==> src/rtl/ppu_pkg.sv <==
// PPU register interface shared definitions: CPU register selects,
// address increment encoding and the scroll/address latch bundle.
package ppu_pkg;

  localparam logic [2:0] PPUCTRL   = 3'd0;
  localparam logic [2:0] PPUMASK   = 3'd1;
  localparam logic [2:0] PPUSTATUS = 3'd2;
  localparam logic [2:0] OAMADDR   = 3'd3;
  localparam logic [2:0] OAMDATA   = 3'd4;
  localparam logic [2:0] PPUSCROLL = 3'd5;
  localparam logic [2:0] PPUADDR   = 3'd6;
  localparam logic [2:0] PPUDATA   = 3'd7;

  localparam logic INC_1  = 1'b1;
  localparam logic INC_32 = 1'b0;

  typedef struct packed {
    logic [2:0] fv;
    logic [4:0] vt;
    logic       v;
    logic [2:0] fh;
    logic       h;
    logic [4:0] ht;
  } scroll_t;

endpackage

==> src/rtl/ppu_ri.sv <==
// PPU CPU register interface: decodes $2000-$2007 accesses, holds
// scroll/address latches, control bits, vblank flag and NMI request.
// Ports: clk_in/rst_in (sync, active high); CPU bus sel_in, ncs_in,
// r_nw_in, cpu_d_in, cpu_d_out; VRAM vram_d_in, vram_d_out,
// vram_wr_out; vblank_in; scroll latches fv/vt/v/fh/h/ht_out;
// bg_pt_lr_out, bg_en_out, ls_clip_out; upd_cntrs_out, inc_addr_out,
// inc_addr_amt_out; nvbl_out (active-low NMI).
// Option: PPU_RI_READBUF_EN buffers $2007 reads by one access.
module ppu_ri
  import ppu_pkg::*;
(
  input  logic       clk_in,
  input  logic       rst_in,
  input  logic [2:0] sel_in,
  input  logic       ncs_in,
  input  logic       r_nw_in,
  input  logic [7:0] cpu_d_in,
  output logic [7:0] cpu_d_out,
  input  logic [7:0] vram_d_in,
  output logic [7:0] vram_d_out,
  output logic       vram_wr_out,
  input  logic       vblank_in,
  output logic [2:0] fv_out,
  output logic [4:0] vt_out,
  output logic       v_out,
  output logic [2:0] fh_out,
  output logic       h_out,
  output logic [4:0] ht_out,
  output logic       bg_pt_lr_out,
  output logic       bg_en_out,
  output logic       ls_clip_out,
  output logic       upd_cntrs_out,
  output logic       inc_addr_out,
  output logic       inc_addr_amt_out,
  output logic       nvbl_out
);

  scroll_t    scr_q, scr_d;
  logic       ncs_q;
  logic       vbl_q;
  logic       tog_q, tog_d;
  logic       flag_q, flag_d;
  logic       nmi_en_q, nmi_en_d;
  logic       bg_pt_q, bg_pt_d;
  logic       bg_en_q, bg_en_d;
  logic       clip_q, clip_d;
  logic       amt_q, amt_d;
  logic       nvbl_q, nvbl_d;
  logic       upd_q, upd_d;
  logic       wr_q, wr_d;
  logic       inc_q, inc_d;
  logic [7:0] cpu_d_q, cpu_d_d;
  logic [7:0] vram_d_q, vram_d_d;
`ifdef PPU_RI_READBUF_EN
  logic [7:0] rbuf_q, rbuf_d;
`endif

  logic acc, wr, rd;
  logic vbl_rise, vbl_fall;
  logic w_ctrl, w_mask, r_stat;
  logic w_scrl, w_addr, w_data, r_data;

  // one action per falling edge of chip select
  assign acc = ncs_q & ~ncs_in;
  assign wr  = acc & ~r_nw_in;
  assign rd  = acc &  r_nw_in;

  assign vbl_rise = vblank_in & ~vbl_q;
  assign vbl_fall = ~vblank_in & vbl_q;

  assign w_ctrl = wr & (sel_in == PPUCTRL);
  assign w_mask = wr & (sel_in == PPUMASK);
  assign r_stat = rd & (sel_in == PPUSTATUS);
  assign w_scrl = wr & (sel_in == PPUSCROLL);
  assign w_addr = wr & (sel_in == PPUADDR);
  assign w_data = wr & (sel_in == PPUDATA);
  assign r_data = rd & (sel_in == PPUDATA);

  always_comb begin
    scr_d    = scr_q;
    tog_d    = tog_q;
    flag_d   = flag_q;
    nmi_en_d = nmi_en_q;
    bg_pt_d  = bg_pt_q;
    bg_en_d  = bg_en_q;
    clip_d   = clip_q;
    amt_d    = amt_q;
    cpu_d_d  = cpu_d_q;
    vram_d_d = vram_d_q;
    upd_d    = 1'b0;
    wr_d     = 1'b0;
    // increment follows the write strobe by one cycle
    inc_d    = wr_q;
`ifdef PPU_RI_READBUF_EN
    rbuf_d   = rbuf_q;
`endif

    if (vbl_rise)
      flag_d = 1'b1;
    else if (vbl_fall)
      flag_d = 1'b0;

    if (acc)
      cpu_d_d = 8'h00;

    // status read after the vblank update so a same-cycle
    // rise is swallowed and reads back as 0
    unique case (1'b1)
      w_ctrl: begin
        scr_d.v  = cpu_d_in[1];
        scr_d.h  = cpu_d_in[0];
        amt_d    = ~cpu_d_in[2];
        bg_pt_d  = cpu_d_in[4];
        nmi_en_d = cpu_d_in[7];
      end
      w_mask: begin
        clip_d  = cpu_d_in[1];
        bg_en_d = cpu_d_in[3];
      end
      r_stat: begin
        cpu_d_d = {flag_q, 7'b0};
        flag_d  = 1'b0;
        tog_d   = 1'b0;
      end
      w_scrl: begin
        if (!tog_q) begin
          scr_d.fh = cpu_d_in[2:0];
          scr_d.ht = cpu_d_in[7:3];
        end else begin
          scr_d.fv = cpu_d_in[2:0];
          scr_d.vt = cpu_d_in[7:3];
        end
        tog_d = ~tog_q;
      end
      w_addr: begin
        if (!tog_q) begin
          scr_d.fv      = {1'b0, cpu_d_in[5:4]};
          scr_d.v       = cpu_d_in[3];
          scr_d.h       = cpu_d_in[2];
          scr_d.vt[4:3] = cpu_d_in[1:0];
        end else begin
          scr_d.vt[2:0] = cpu_d_in[7:5];
          scr_d.ht      = cpu_d_in[4:0];
          upd_d         = 1'b1;
        end
        tog_d = ~tog_q;
      end
      w_data: begin
        vram_d_d = cpu_d_in;
        wr_d     = 1'b1;
      end
      r_data: begin
`ifdef PPU_RI_READBUF_EN
        cpu_d_d = rbuf_q;
        rbuf_d  = vram_d_in;
`else
        cpu_d_d = vram_d_in;
`endif
        inc_d   = 1'b1;
      end
      default: ;
    endcase

    nvbl_d = ~(flag_d & nmi_en_d);
  end

  always_ff @(posedge clk_in) begin
    if (rst_in) begin
      scr_q    <= '0;
      ncs_q    <= 1'b0;
      vbl_q    <= 1'b0;
      tog_q    <= 1'b0;
      flag_q   <= 1'b0;
      nmi_en_q <= 1'b0;
      bg_pt_q  <= 1'b0;
      bg_en_q  <= 1'b0;
      clip_q   <= 1'b0;
      amt_q    <= INC_1;
      nvbl_q   <= 1'b1;
      upd_q    <= 1'b0;
      wr_q     <= 1'b0;
      inc_q    <= 1'b0;
      cpu_d_q  <= '0;
      vram_d_q <= '0;
    end else begin
      scr_q    <= scr_d;
      ncs_q    <= ncs_in;
      vbl_q    <= vblank_in;
      tog_q    <= tog_d;
      flag_q   <= flag_d;
      nmi_en_q <= nmi_en_d;
      bg_pt_q  <= bg_pt_d;
      bg_en_q  <= bg_en_d;
      clip_q   <= clip_d;
      amt_q    <= amt_d;
      nvbl_q   <= nvbl_d;
      upd_q    <= upd_d;
      wr_q     <= wr_d;
      inc_q    <= inc_d;
      cpu_d_q  <= cpu_d_d;
      vram_d_q <= vram_d_d;
    end
  end

`ifdef PPU_RI_READBUF_EN
  always_ff @(posedge clk_in) begin
    if (rst_in)
      rbuf_q <= '0;
    else
      rbuf_q <= rbuf_d;
  end
`endif

  assign fv_out           = scr_q.fv;
  assign vt_out           = scr_q.vt;
  assign v_out            = scr_q.v;
  assign fh_out           = scr_q.fh;
  assign h_out            = scr_q.h;
  assign ht_out           = scr_q.ht;
  assign bg_pt_lr_out     = bg_pt_q;
  assign bg_en_out        = bg_en_q;
  assign ls_clip_out      = clip_q;
  assign inc_addr_amt_out = amt_q;
  assign nvbl_out         = nvbl_q;
  assign upd_cntrs_out    = upd_q;
  assign vram_wr_out      = wr_q;
  assign inc_addr_out     = inc_q;
  assign cpu_d_out        = cpu_d_q;
  assign vram_d_out       = vram_d_q;

endmodule

==> config.mk <==
export PLATFORM = sky130hd
export DESIGN_NAME = ppu_ri
export DESIGN_NICKNAME = d
export VERILOG_FILES = /design/src/rtl/ppu_pkg.sv /design/src/rtl/ppu_ri.sv
export SDC_FILE = /design/constraint.sdc
export NUM_CORES = 1
export LEC_CHECK = 0
export CORE_UTILIZATION = 46
export CTS_CLUSTER_SIZE = 10
export DETAILED_ROUTE_END_ITERATION = 6
export PLACE_DENSITY_LB_ADDON = 0.12
export SYNTH_ARGS = -nofsm -noshare
export SYNTH_HDL_FRONTEND = slang
export SYNTH_SLANG_ARGS = --single-unit
export TNS_END_PERCENT = 100
==> constraint.sdc <==
create_clock -name clk_in -period 2.1 [get_ports clk_in]
set_clock_uncertainty 0.05 [all_clocks]
set_input_delay 0.42 -clock clk_in [delete_from_list [all_inputs] [get_ports clk_in]]
set_output_delay 0.42 -clock clk_in [all_outputs]
set_load 0.01 [all_outputs]
==> summary.md <==
• **status** completed
• **Syn-to-layout area delta** 44.0%
• **number of endpoints failing setup at the final stage** 0
• **post-synthesis cell count** 209
• **initial antenna violation count** 0
• **later-pin clock latency in the skew report** 0.30 ns
• **worst endpoint required time** 2.26 ns
• **vias per std cell** 5.15
• **core area** 4350 µm²
• **area share of fa/ha/maj cells after synthesis** 0%
• **area of the multi-input gates** 1030 µm²
• **die outline width** 69.3 µm
• **total global routing track utilization** 21.1%
• **via count of the first global-routing pass** 1661
• **Critical-path top delay cell** sky130_fd_sc_hd__clkdlybuf4s50_1
• **storage element area** 941 µm²
• **RSZ-0062 raised after global routing** false
• **global-route wire length before repair** 8.07 mm
• **fillcell total** 340
• **final wirelength** 4.86 mm
• **clock sink count** 47
• **Top-Level Pins** 66
• **largest family of logic cells by synthesized area** simple AND/OR/NAND/NOR gates
• **Congestion Overflow GR** 0
• **num rows** 24
• **per-instance average area after synthesis** 9.96 µm²
• **final standard cell count with taps included and fillers excluded** 344
• **count of input and output buffers** 65
• **largest net degree at the start of global routing** 47
• **number of vias after detailed routing** 1773
• **number of antenna diodes** 0
• **remaining antenna violation count** 0
• **post-route setup TNS** 0 ns
• **worst min-delay path class** reg2reg
• **Longest Clk Path Bufs** 2
• **cells resized by post-CTS repair** 0
• **final routed DRC violation total** 0
• **Post-CTS Hold Buffers** 0
• **number of library cell types mapped by synthesis** 42
• **post-route total power** 0.00165 W
• **#FFs+latches synth** 47
• **Synth Area in Simple Gates** 24.1%
• **Routed wire per std cell** 14.1 µm
• **# Post-CTS Setup Buffers** 0
• **number of iterations in the first detailed-routing pass** 4
• **Reg clk slew, reported paths** 0.09 ns
• **Initial Util** 47.8%
• **fin worst setup slack** 0.277 ns
• **Die Span Y** 69.3 µm
• **TritonCTS clock tree** built
• **library cell used as clock root buffer** sky130_fd_sc_hd__clkbuf_8
• **number of hold-slack violations in the final timing report** 0
• **post-synthesis sequential area ratio** 45.2%
• **final critical-path required period** 1.82 ns
• **Post-Synthesis Cell Area** 2080 µm²
• **Arr. time, crit path** 1.98 ns
• **final hold slack** 0.413 ns
• **maximum cell stage delay along the critical path** 0.64 ns
• **fraction of synthesized area in multiplexers** 9.62%
• **leakage power total** 1.07 nW
• **Tcrit/Tclk final** 86.8%
• **Pins Over Slew Limit** 0
• **Critical Path End Type** flop
• **HPWL after detailed placement** 3.49 mm
• **power density over the cells** 551 nW/µm²
• **Primary FF master, synth** sky130_fd_sc_hd__dfxtp_1
• **xor/xnor share of the synthesized area** 0.421%
• **level count of the clock H-tree** 2
• **remaining max-slew budget at the tightest pin** 78.7%
• **worst setup path class** in2reg
• **final weighted congestion in routability-driven placement** 0.792
• **max_cap viols** 0
• **WP buf/inv** 3
• **most common cell after layout, fill and taps aside** sky130_fd_sc_hd__clkdlybuf4s50_1
• **net count after synthesis** 233
• **worst ir drop on vdd** 0.505 mV
• **reg2reg setup slack** 0.46 ns
• **cell total after placement** 337
• **TritonCTS buffer count** 5
• **EDFF count, synth** 0
• **Critical Path Source Type** input port
• **layout cells sized above 1** 18.8%
• **count of warnings emitted by yosys** 0
• **commonest cells after routing, fill and taps aside** sky130_fd_sc_hd__clkdlybuf4s50_1, sky130_fd_sc_hd__dfxtp_1, sky130_fd_sc_hd__nor2_1
• **maximum frequency from static timing analysis** 549 MHz
• **cell mode on critical path** sky130_fd_sc_hd__buf_4
• **number of DRC violations after detailed-routing iteration 0** 88
• **area of the die** 4800 µm²
• **compound-cell area share of the yosys netlist** 15.4%
• **number of nets in the layout** 316
• **share of flip-flops with an asynchronous set or reset** 0%
• **transition time at the pin with the least slew margin** 0.319 ns
• **cell family with the largest share of critical-path delay** buffers and inverters
• **Critical Path, Cell by Cell** clkdlybuf4s50_1 > buf_4 > nand4bb_4 > nor3b_2 > buf_4 > nor2_1 > a211oi_1
• **post-placement setup slack** -0.0343 ns
• **top fanout value on the critical path** 8
[power by group]
| group | total, W | switching, W | internal [W] |
|---|---|---|---|
| Sequential | 0.000906 | 0.00000645 | 0.000899 |
| Clock | 0.000549 | 0.000290 | 0.000259 |
| Combinational | 0.000195 | 0.0000931 | 0.000102 |
| Total | 0.00165 | 0.000390 | 0.00126 |
[cells by family (layout without fill, tap and decap cells)]
| family | Yosys count | after routing |
|---|---|---|
| buffers and inverters | 16 | 99 |
| multiplexers | 20 | 20 |
| AO/OA/AOI/OAI | 39 | 39 |
| XOR/XNOR | 1 | 1 |
| flip-flops | 47 | 47 |
| AND/OR/NAND/NOR | 86 | 86 |
[path summary, 6_finish.rpt]
check / startpoint / to / depth (start not counted)
max: sel_in[2] / vt_out[0] / 7
min reg2reg: fh_out[0] / fh_out[0] / 2
min: fh_out[0] / fh_out[0] / 2
max reg2reg: ncs_q / nvbl_out / 4
[final cells by class]
type | count | share of cell area [%]
inverter | 2 | 0.251
clock inverter | 1 | 0.167
sequential | 47 | 31.4
clock buffer | 6 | 2.76
multi-input combinational | 146 | 34.4
timing repair buffer | 90 | 28.8
tap | 52 | 2.17
[flip-flops by register name, summed over array words and instances (netlist names), 3 cells and up]
name,cells
fh_out,3
vram_d_out,8
cpu_d_out,8
fv_out,3
ht_out,5
vt_out,5
[worst register-to-register path: stages (launching register included)]
cell and delay, ns:
sky130_fd_sc_hd__dfxtp_1 0.45, sky130_fd_sc_hd__nor4b_2 0.28, sky130_fd_sc_hd__nand2_1 0.14, sky130_fd_sc_hd__mux2i_1 0.15, sky130_fd_sc_hd__or4b_1 0.46
[stage by stage]
step	area (µm²)	utilization, %
final	3000	68.8
after global routing	3000	68.8
after CTS	3000	68.8
after detailed placement	2910	66.8
after global placement	2910	66.8
after floorplan	2080	-
[cells in the mapped netlist, types with 2 or more instances]
master | number | area, µm²
sky130_fd_sc_hd__nand3b_1 | 3 | 22.5
sky130_fd_sc_hd__nor4_1 | 2 | 12.5
sky130_fd_sc_hd__mux2i_1 | 20 | 200
sky130_fd_sc_hd__dfxtp_1 | 47 | 941
sky130_fd_sc_hd__buf_6 | 3 | 33.8
sky130_fd_sc_hd__nor3b_2 | 2 | 25.0
sky130_fd_sc_hd__a211oi_1 | 9 | 67.6
sky130_fd_sc_hd__a21oi_1 | 10 | 50.1
sky130_fd_sc_hd__nand2_1 | 10 | 37.5
sky130_fd_sc_hd__nor2b_1 | 6 | 37.5
sky130_fd_sc_hd__inv_1 | 2 | 7.51
sky130_fd_sc_hd__a211oi_2 | 5 | 62.6
sky130_fd_sc_hd__clkbuf_1 | 5 | 18.8
sky130_fd_sc_hd__a311oi_1 | 2 | 17.5
sky130_fd_sc_hd__nor2_1 | 36 | 135
sky130_fd_sc_hd__a22oi_1 | 7 | 52.6
sky130_fd_sc_hd__nand3_1 | 6 | 30.0
sky130_fd_sc_hd__nor2_2 | 6 | 37.5
sky130_fd_sc_hd__nor3b_1 | 2 | 15.0
sky130_fd_sc_hd__buf_4 | 4 | 30.0
[per-layer routing]
layer / wire [µm] / global-route usage (%)
met1: 2370 / 29.5
met2: 2180 / 31.3
met3: 280 / 6.54
met4: 34 / 6.12
met5: 0 / 0
No activity file was read; power rests on OpenSTA's default activity.
